[src/rtl/fir_pkg.sv]
// Shared FIR definitions: default result width and the result type used by
// both the core datapath and the output buffer.
package fir_pkg;

    localparam int FIR_DATA_WIDTH = 32;

    typedef logic [FIR_DATA_WIDTH-1:0] result_t;

endpackage : fir_pkg

[src/rtl/fir_credit_counter.sv]
// Tracks samples held inside the FIR core and gates new accepts so that every
// accepted sample is guaranteed a free slot in the output FIFO.
module fir_credit_counter
    import fir_pkg::*;
#(
    parameter int MAX_INFLIGHT = 1,
    parameter int DEPTH        = 4,
    localparam int CW          = $clog2(DEPTH) + 1,
    localparam int IW          = $clog2(MAX_INFLIGHT + 1)
) (
    input  logic          clk,
    input  logic          reset,
    input  logic [CW-1:0] count_i,
    input  logic          accept_i,
    input  logic          release_i,
    output logic [IW-1:0] inflight_o,
    output logic          accept_enable_o
);

    localparam int SW = CW + IW;
    localparam logic [IW-1:0] MAX_Q = IW'(MAX_INFLIGHT);

    logic [IW-1:0] inflight_q;
    logic [IW-1:0] inflight_d;
    logic [SW-1:0] occupancy_s;

    // Saturating up/down: simultaneous accept and release cancel out.
    always_comb begin
        inflight_d = inflight_q;
        case ({accept_i, release_i})
            2'b10: begin
                if (inflight_q < MAX_Q) begin
                    inflight_d = inflight_q + IW'(1);
                end else begin
                    inflight_d = inflight_q;
                end
            end
            2'b01: begin
                if (inflight_q != IW'(0)) begin
                    inflight_d = inflight_q - IW'(1);
                end else begin
                    inflight_d = inflight_q;
                end
            end
            default: inflight_d = inflight_q;
        endcase
    end

    // In-flight counter register.
    always_ff @(posedge clk or posedge reset) begin
        if (reset) begin
            inflight_q <= IW'(0);
        end else begin
            inflight_q <= inflight_d;
        end
    end

    // Gate depends on registered state only, never on this cycle's inputs.
    always_comb begin
        occupancy_s     = SW'(count_i) + SW'(inflight_q);
        accept_enable_o = (occupancy_s < SW'(DEPTH));
    end

    assign inflight_o = inflight_q;

endmodule : fir_credit_counter

[src/rtl/fir_output_buffer.sv]
// Captures one-cycle result pulses from the non-stallable FIR core into a small
// show-ahead FIFO and re-presents them on a valid/ready stream.
module fir_output_buffer
    import fir_pkg::*;
#(
    parameter int DATA_WIDTH   = FIR_DATA_WIDTH,
    parameter int DEPTH        = 4,
    parameter int MAX_INFLIGHT = 1,
    localparam int PW          = $clog2(DEPTH),
    localparam int CW          = PW + 1
) (
    input  logic                  clk,
    input  logic                  reset,
    input  logic [DATA_WIDTH-1:0] core_result,
    input  logic                  core_output_valid,
    input  logic                  core_sample_accept,
    output logic                  accept_enable,
    output logic [DATA_WIDTH-1:0] m_data,
    output logic                  m_valid,
    input  logic                  m_ready,
    output logic [CW-1:0]         count,
    output logic                  overflow
);

    localparam int IW = $clog2(MAX_INFLIGHT + 1);

    logic [DATA_WIDTH-1:0] mem_q [DEPTH];
    logic [PW-1:0]         wr_ptr_q, wr_ptr_d;
    logic [PW-1:0]         rd_ptr_q, rd_ptr_d;
    logic [CW-1:0]         count_q, count_d;
    logic                  overflow_q, overflow_d;
    logic                  full_s, rd_s, wr_s, drop_s;
    logic [IW-1:0]         inflight_s;

    // Write/read qualification; a full FIFO still takes a write when it pops.
    always_comb begin
        full_s = (count_q == CW'(DEPTH));
        rd_s   = (count_q != CW'(0)) && m_ready;
        wr_s   = core_output_valid && (!full_s || rd_s);
        drop_s = core_output_valid && full_s && !rd_s;
    end

    // Next-state for pointers, occupancy and sticky overflow.
    always_comb begin
        count_d = count_q;
        case ({wr_s, rd_s})
            2'b10:   count_d = count_q + CW'(1);
            2'b01:   count_d = count_q - CW'(1);
            default: count_d = count_q;
        endcase
        if (wr_s) begin
            wr_ptr_d = wr_ptr_q + PW'(1);
        end else begin
            wr_ptr_d = wr_ptr_q;
        end
        if (rd_s) begin
            rd_ptr_d = rd_ptr_q + PW'(1);
        end else begin
            rd_ptr_d = rd_ptr_q;
        end
        overflow_d = overflow_q | drop_s;
    end

    // Control state registers.
    always_ff @(posedge clk or posedge reset) begin
        if (reset) begin
            wr_ptr_q   <= PW'(0);
            rd_ptr_q   <= PW'(0);
            count_q    <= CW'(0);
            overflow_q <= 1'b0;
        end else begin
            wr_ptr_q   <= wr_ptr_d;
            rd_ptr_q   <= rd_ptr_d;
            count_q    <= count_d;
            overflow_q <= overflow_d;
        end
    end

    // Storage is deliberately left unreset; valid tracking lives in count_q.
    always_ff @(posedge clk) begin
        if (wr_s) begin
            mem_q[wr_ptr_q] <= core_result;
        end
    end

    // Show-ahead head; forced to zero while empty so stale data never leaks.
    always_comb begin
        m_valid = (count_q != CW'(0));
        if (m_valid) begin
            m_data = mem_q[rd_ptr_q];
        end else begin
            m_data = '0;
        end
    end

    assign count    = count_q;
    assign overflow = overflow_q;

    fir_credit_counter #(
        .MAX_INFLIGHT (MAX_INFLIGHT),
        .DEPTH        (DEPTH)
    ) u_credit (
        .clk             (clk),
        .reset           (reset),
        .count_i         (count_q),
        .accept_i        (core_sample_accept),
        .release_i       (core_output_valid),
        .inflight_o      (inflight_s),
        .accept_enable_o (accept_enable)
    );

endmodule : fir_output_buffer

[config.mk]
export PLATFORM = sky130hd
export DESIGN_NAME = fir_output_buffer
export DESIGN_NICKNAME = d
export VERILOG_FILES = /design/src/rtl/fir_pkg.sv /design/src/rtl/fir_credit_counter.sv /design/src/rtl/fir_output_buffer.sv
export SDC_FILE = /design/constraint.sdc
export NUM_CORES = 1
export LEC_CHECK = 0
export ABC_AREA = 0
export CAP_MARGIN = 0
export CORE_MARGIN = 3
export CORE_UTILIZATION = 40
export DETAILED_ROUTE_END_ITERATION = 8
export DONT_BUFFER_PORTS = 1
export PLACE_DENSITY = 0.53
export SETUP_SLACK_MARGIN = 0.15
export SLEW_MARGIN = 20
export SYNTH_ARGS = -nofsm -noshare
export SYNTH_HDL_FRONTEND = slang
export SYNTH_SLANG_ARGS = --single-unit
[constraint.sdc]
create_clock -name clk -period 4.06 [get_ports clk]
set_input_delay 1.015 -clock clk [delete_from_list [all_inputs] [get_ports clk]]
set_output_delay 1.015 -clock clk [all_outputs]
set_load 0.1 [all_outputs]
# Word level (Yosys, flattened, before mapping)
# Memories as Yosys holds them, arrays and structs flattened.
# Cells that the tools add are included.
op_classes:
  add_sub_neg: 7
  n_lt_le_gt_ge: 2
  eq_ne: 6
  muxes: 7
  bitwise: 1
  n_reduce_logical: 11
op_table:
  columns: ["operator", "n"]
  rows:
  - ["32-bit 2-to-1 mux", 1]
  - ["3-bit case mux with 2 select lines", 1]
  - ["2-bit by 1-bit adder with 2-bit output (second input constant)", 2]
  - ["3-bit by 1-bit adder with 4-bit output", 1]
  - ["2-bit by 1-bit equality test with 1-bit output (second input constant)", 2]
  - ["2-bit equality test (second input constant)", 2]
  - ["1-bit logical AND", 4]
  - ["4-bit by 3-bit less-than comparator with 1-bit output (second input constant)", 1]
  - ["1-bit 2-to-1 mux", 4]
  - ["2-bit nonzero test", 2]
  - ["3-bit by 1-bit adder with 3-bit output (second input constant)", 1]
  - ["3-bit equality test (second input constant)", 1]
  - ["3-bit nonzero test", 1]
  - ["3-bit by 1-bit subtractor with 3-bit output (second input constant)", 1]
  - ["1-bit logical NOT", 2]
  - ["2-bit by 1-bit != test with 1-bit output (second input constant)", 1]
  - ["1-bit case mux with 2 select lines", 1]
  - ["2-bit AND reduction", 1]
  - ["1-bit adder (second input constant)", 1]
  - ["1-bit logical OR", 1]
  - ["1-bit less-than comparator (second input constant)", 1]
  - ["1-bit bitwise OR", 1]
  - ["1-bit subtractor (second input constant)", 1]
word_totals:
  register_bits: 9
  ram_bits: 128
  input_bits: 37
  output_inout_bits: 38
  elab_cells: 40
  mem_count: 1
memory_table:
  columns: ["memory", "depth", "word_bits", "read_ports", "rd_ports_with_merged_regs", "wr", "line", "source"]
  rows:
  - ["mem_q", 4, 32, 1, 0, 1, "fir_output_buffer.sv:27", "logic [DATA_WIDTH-1:0] mem_q [DEPTH];"]

# Longest topological paths before layout
# Gate-level depths: netlist of the first run.
logic_depth:
  depth_word: 6
  depth_mapped: 8

# Modules after synthesis
# A second synthesis of the first run with hierarchy kept.
unflattened:
  cells_unflattened: 263
  hier_area_um2: 5439.0
modules_own_cells:
  columns: ["module", "instances", "cells_per_inst", "area_per_inst_um2", "seq_area_each_um2"]
  rows:
  - ["fir_output_buffer", 1, 258, 5388.9, 4043.9]
  - ["fir_credit_counter", 1, 5, 50.0, 25.0]

# Worst setup path after synthesis of the first run
# No wires, ideal clock.
synth_timing:
  path_kind: "flip-flop to output port"
  startpoint: "reg count_q[0] (netlist: count[0])"
  endpoint: "out m_data[22]"
  arrival_ps: 2678
  t_required_ps: 3045
  setup_slack_ps: 367
  stages_incl_launch_ff: 5
  cell_sequence: "dfrtp_1 -> or3_1 -> buf_2 -> buf_2 -> and2_1"
synth_between:
  elab_chain_len: 2
synth_rtl:
  columns: ["item", "line", "source"]
  rows:
  - ["start, declared", "fir_output_buffer.sv:30", "logic [CW-1:0] count_q, count_d;"]
  - ["start signal, assigned", "fir_output_buffer.sv:74", "count_q <= count_d;"]
  - ["3-bit nonzero test", "fir_output_buffer.sv:88", "m_valid = (count_q != CW'(0));"]
  - ["net m_valid", "fir_output_buffer.sv:19", "output logic m_valid,"]
  - ["32-bit 2-to-1 mux", "fir_output_buffer.sv:89", "if (m_valid) begin"]
  - ["end, declared", "fir_output_buffer.sv:18", "output logic [DATA_WIDTH-1:0] m_data,"]
# The timed path passes the listed nets, and every way through them passes these cells.

# Worst setup path in the final report of the first run
layout_timing:
  startpoint: "reg rd_ptr_q[0]"
  endpoint: "out m_data[2]"
layout_between:
  elab_chain_len: 2
layout_rtl:
  columns: ["item", "line", "source"]
  rows:
  - ["start, declared", "fir_output_buffer.sv:29", "logic [PW-1:0] rd_ptr_q, rd_ptr_d;"]
  - ["start signal, assigned", "fir_output_buffer.sv:73", "rd_ptr_q <= rd_ptr_d;"]
  - ["memory read 4 x 32 bit", null, null]
  - ["32-bit 2-to-1 mux", "fir_output_buffer.sv:89", null]
# Every way passes these cells.

==> metrics.txt, run 1 <==
top cells by count, synth edfxtp_1, and2_1, mux4_2; layout cell share with drive strength beyond 1 0.313; Crit path required time around 3 ns; Vias/cell 4.98; syn nets 306; DIE WIDTH 123 um; CP startpoint kind flip-flop; initial antenna violation count 0; post-synthesis cell count 264; worst skew pair latency 0.41 ns; CTS Hold Buffers Added 0; post-synthesis sequential element count 137; synthesized area roughly 5500 um2; CTS root buf clkbuf_16; Placer Congestion 0.700; design area 6420 um2; clk buf depth 2; Final Slew Violations 0; pin count of the biggest net entering global routing 36; initial core utilization 0.411; first-pass GRT wire length between 15000 and 20000 um; RSZ-0062 raised after global routing no; number of antenna diodes 0; Detailed Route Iter0 Violations 114; Synth Area in Simple Gates 0.0591; Vert. Die Dim 123 um; # IOs 75; Worst path depth 4; placed insts 464; mux cell area share after synthesis 0.137; H-Tree Depth 4; Max Clock Freq 298 MHz; combinational family with the most area after synthesis multiplexers; postcts setup bufs 0; number of synthesized flops with an enable pin 128; DR DRC count 0; Finished Core Util 0.483; Post-Synth Adder-Cell Area 0.0128; Crit Path Max Fanout 21; Post-Place Cell Area 5880 um2; CP max stage delay 0.67 ns; DR vias 2469; Clock Skews approximately 0.0056 ns; Synth top area share 0.704; Critical Path Sink Type output port; final setup TNS 0 ns; fin crit share 0.826; post-route ant nets 0; Yosys cell types 35; die area 15100 um2; clk sink count 137; GRT busiest layer met2; Nets between 300 and 400; CTS resizes 0; critical path, cell by cell buf_12, mux4_1, and2_1, buf_4; Synth Area in XOR/XNOR 0.00802; # Max-Cap Violations 0; post-synthesis compound-gate area fraction 0.0126; Num CTS Buffers 17; post-route insts no fill 496; Port Buffers 0; Critical-path top delay cell dfrtp_2; Synth Warn # 0; Synth Flop Type edfxtp_1; row count 42; crit-path leading delay family flip-flops; Post-synth ARST share 0.0657; DP Wirelength 5650 um; Initial DRT Pass Iterations 4; post-synthesis sequential area ratio 0.745; Area contributors post-synth edfxtp_1, mux4_2, and2_1, dfrtp_1, mux4_1; Crit Path Class reg2out; most frequent cell after synthesis edfxtp_1; Tot GR Track Use 0.140; routed wire length per instance just under 20 um; Slew @ Worst Pin between 0.9 and 1 ns; Yosys top cell by area edfxtp_1; total grt overflow 0; Synth Area per Inst 20.7 um2; Slew headroom 0.395; met1 usage 0.173; CTS tree yes; outcome complete, no violations; Final min period 3.35 ns; Core Footprint 13300 um2; met2 GRT Util 0.211; reg2reg path depth 4; Routed WL slightly below 10000 um; vias in the first global route about 2800; Setup-failing EPs final 0; Worst Path Arrival 2.34 ns; Worst Hold Class in2async; WP buf/inv 2; area grow syn2layout 17.5%; final hold violations 0; M3 GR Usage 0.0687; clk slew on worst S/H paths ~0.050 ns
-- layout make-up --
cell class | instances | area (um2)
clock buffers | 19 | 433
clock inverters | 13 | 110
fillers | 1114 | 6880
inverters | 6 | 22.5
multi-input cells | 107 | 1260
flip-flops and latches | 137 | 4070
well taps | 176 | 220
repair buffers | 38 | 298
-- worst paths after layout --
| kind | start | slack, ns | end |
|---|---|---|---|
| min | reset | 0.46 | wr_ptr_q[1]$_DFFE_PP0P_ |
| max in group asynchronous | reset | 3.31 | rd_ptr_q[0]$_DFFE_PP0N_ |
| max | rd_ptr_q[0]$_DFFE_PP0N_ | 0.71 | m_data[2] |
| min reg2reg | u_credit.inflight_o$_DFFE_PP0P_ | 0.52 | u_credit.inflight_o$_DFFE_PP0P_ |
| min in group clk | u_credit.inflight_o$_DFFE_PP0P_ | 0.52 | u_credit.inflight_o$_DFFE_PP0P_ |
| max reg2reg | count[2]$_DFFE_PP0P_ | 1.69 | mem_q[1][1]$_DFFE_PP_ |
-- logic make-up after synthesis --
group                    after synthesis
buffers and inverters                 20
multiplexers                          33
AND/OR/NAND/NOR                       54
adder cells (fa/ha/maj)                5
AO/OA/AOI/OAI                         10
flip-flops                           137
XOR/XNOR                               5
-- metal layers --
layer  part of all wire  up-vias
li1                   -     1129
met3              0.087       11
met4              0.012        0
met5                  0        -
met1               0.41     1255
met2               0.49       74
-- state kept, by name, indices dropped and copies added (netlist names) --
register	flops
mem_q	128
overflow	1
count	3
u_credit.inflight_o	1
wr_ptr_q	2
rd_ptr_q	2
-- cell usage in the layout, fill, tap and decap left out, types with 2 or more instances in the layout --
master     count
and2_1        32
and2_2         4
buf_4         37
bufinv_16      2
clkbuf_1       2
clkbuf_16     17
clkinv_1       6
clkinv_2       4
dfrtp_1        7
dfrtp_2        2
edfxtp_1     128
ha_1           4
inv_1          6
mux4_1         4
mux4_2        28
nand2_1        4
nand3_1        2
nor2_1         5
o21ai_0        2
xnor2_1        4
-- stage by stage --
stage / hold slack, ns / worst slack, ns
final: 0.461 / 0.707
after global routing: 0.465 / 0.554
after floorplan: 0.468 / 0.367
after global placement: 0.504 / 1.09
after CTS: 0.461 / 0.621
after detailed placement: 0.523 / 1.07
Power of run 1 is left out: the tool's default activity adds up to more than one toggle a clock period on the data nets, which glitch-free logic cannot reach.
==> inputs of run 2 (changes only) <==
==> constraint.sdc (replaced) <==
create_clock -name clk -period 3.2 [get_ports clk]
set_input_delay 0.8 -clock clk [delete_from_list [all_inputs] [get_ports clk]]
set_output_delay 0.8 -clock clk [all_outputs]
set_load 0.1 [all_outputs]
==> metrics.txt, run 2 (synthesis results as in run 1) <==
outcome complete, no violations (unchanged); Critical Path Sink Type output port (unchanged); Port Buffers 0 (unchanged); pin count of the biggest net entering global routing 36 (unchanged); Final Slew Violations 0 (unchanged); Nets 351 (was 349); first-pass GRT wire length 15500 um (was 15100 um); routed wire length per instance 20.1 um (was 19.4 um); max FFs per register 128 (unchanged); Setup-failing EPs final 0 (unchanged); reg2reg path depth 5 (was 4); H-Tree Depth 4 (unchanged); Vert. Die Dim 123 um (unchanged); post-route ant nets 0 (unchanged); worst skew pair latency 0.41 ns (about the same); most flop-heavy register mem_q (unchanged); DP Wirelength 6260 um (was 5650 um); Initial DRT Pass Iterations 4 (unchanged); RSZ-0062 raised after global routing no (unchanged); # Max-Cap Violations 0 (unchanged); Crit path required time 2.40 ns (was 3.04 ns); Vias/cell 5.03 (was 4.98); met2 GRT Util 0.225 (was 0.211); final hold violations 0 (unchanged); Reg-to-Reg End mem_q[3][24]$_DFFE_PP_ (was mem_q[1][1]$_DFFE_PP_); Tot GR Track Use 0.144 (was 0.140); DIE WIDTH 123 um (unchanged); r2r startpoint count[2]$_DFFE_PP0P_ (unchanged); number of antenna diodes 0 (unchanged); initial antenna violation count 0 (unchanged); Core Footprint 13300 um2 (unchanged); met1 usage 0.169 (was 0.173); PnR worst setup slack 0.297 ns (was 0.707 ns); Worst R2R Setup Slack 0.81 ns (was 1.69 ns); CTS tree yes (unchanged); highest-count cells in the layout ignoring fill and taps edfxtp_1, buf_4, mux4_2, and2_1, clkbuf_16 (was edfxtp_1, buf_4, and2_1, mux4_2, clkbuf_16); clk buf depth 2 (unchanged); Clock Skews 0.0126 ns (was 0.00557 ns); Placer Congestion 0.706 (was 0.700); Max Clock Freq 344 MHz; fin crit share 0.907; total grt overflow 0 (unchanged); final setup TNS 0 ns (unchanged); Slew @ Worst Pin 0.895 ns (was 0.907 ns); CTS Hold Buffers Added 0 (unchanged); M3 GR Usage 0.0724 (was 0.0687); die area 15100 um2 (unchanged); GRT busiest layer met2 (unchanged); Crit Path Max Fanout 35 (was 21); row count 42 (unchanged); area grow syn2layout 20.4% (was 17.5%); worst slack, placed 0.576 ns (was 1.07 ns); Routed WL 10000 um (was 9630 um); Worst Hold Class in2async (unchanged); Num CTS Buffers 17 (unchanged); Crit Path Class reg2out (unchanged); Final min period ~2.9 ns; clk slew on worst S/H paths 0.05 ns (about the same); Worst Path Arrival 2.10 ns (was 2.34 ns); commonest non-fill, non-tap cell in the layout edfxtp_1 (unchanged); CTS root buf clkbuf_16 (unchanged); CP startpoint kind flip-flop (unchanged); DR vias 2504 (was 2469); Slew headroom 0.403 (was 0.395); Detailed Route Iter0 Violations 170 (was 114); DR DRC count 0 (unchanged); clk sink count 137 (unchanged); vias in the first global route 2739 (was 2764); layout cell share with drive strength beyond 1 0.351 (was 0.313); worst hold slack 0.255 ns (was 0.461 ns); initial core utilization 0.411 (unchanged); # IOs 75 (unchanged)
[run 2: changes by cell type in the layout (fill, tap and decap cells not counted), sizes merged]
cell	delta
clkbuf	+2
buf	+2
clkinv	-3
clkinvlp	-1
bufinv	+2
[run 2: how the worst max path moves through the flow]
stage                             from  slack [ns]    endpoint  cells after the start
4_1_cts        rd_ptr_q[0]$_DFFE_PP0N_        0.18   m_data[0]                      4
3_3_place_gp   rd_ptr_q[0]$_DFFE_PP0N_        0.61   m_data[0]                      4
5_1_grt           count[0]$_DFFE_PP0P_        0.18  m_data[18]                      3
6_report          count[0]$_DFFE_PP0P_        0.30   m_data[2]                      3
3_5_place_dp   rd_ptr_q[0]$_DFFE_PP0N_        0.58   m_data[0]                      4
2_1_floorplan     count[0]$_DFFE_PP0P_        0.29  m_data[22]                      4
[run 2: metal layers]
metal  routed length, um  part of all wire
met4                 132             0.013
met1                4020              0.40
met5                   0                 0
met2                4940              0.49
met3                 905             0.090
[run 2: what timing repair did]
action                                  in CTS  in global routing
setup buffers                                0                  2
resized for setup                            1                  0
endpoints found under the setup margin       1                  1
[run 2: final cells by class]
class	instances	area [um2]
Clock buffer	21	440
Clock inverter	11	153
Sequential cell	137	4080
Inverter	6	22.5
Fill cell	1080	6720
Timing Repair Buffer	40	388
Tap cell	176	220
Multi-Input combinational cell	107	1280
[run 2: worst max-delay path, cell delays in order, from the launching register on]
cell and delay, ns:
dfrtp_2 0.39, or3_2 0.79, and2_1 0.27, buf_4 0.23
[run 2: stage by stage]
stage | cell area, um2 | util | instances
after floorplan | 5480 | - | 264
after global placement | 5970 | 0.449 | 464
after detailed placement | 5970 | 0.449 | 464
after CTS | 6560 | 0.494 | 496
after global routing | 6580 | 0.495 | 498
final | 6580 | 0.495 | 498
Power of run 2 is left out for the same reason.
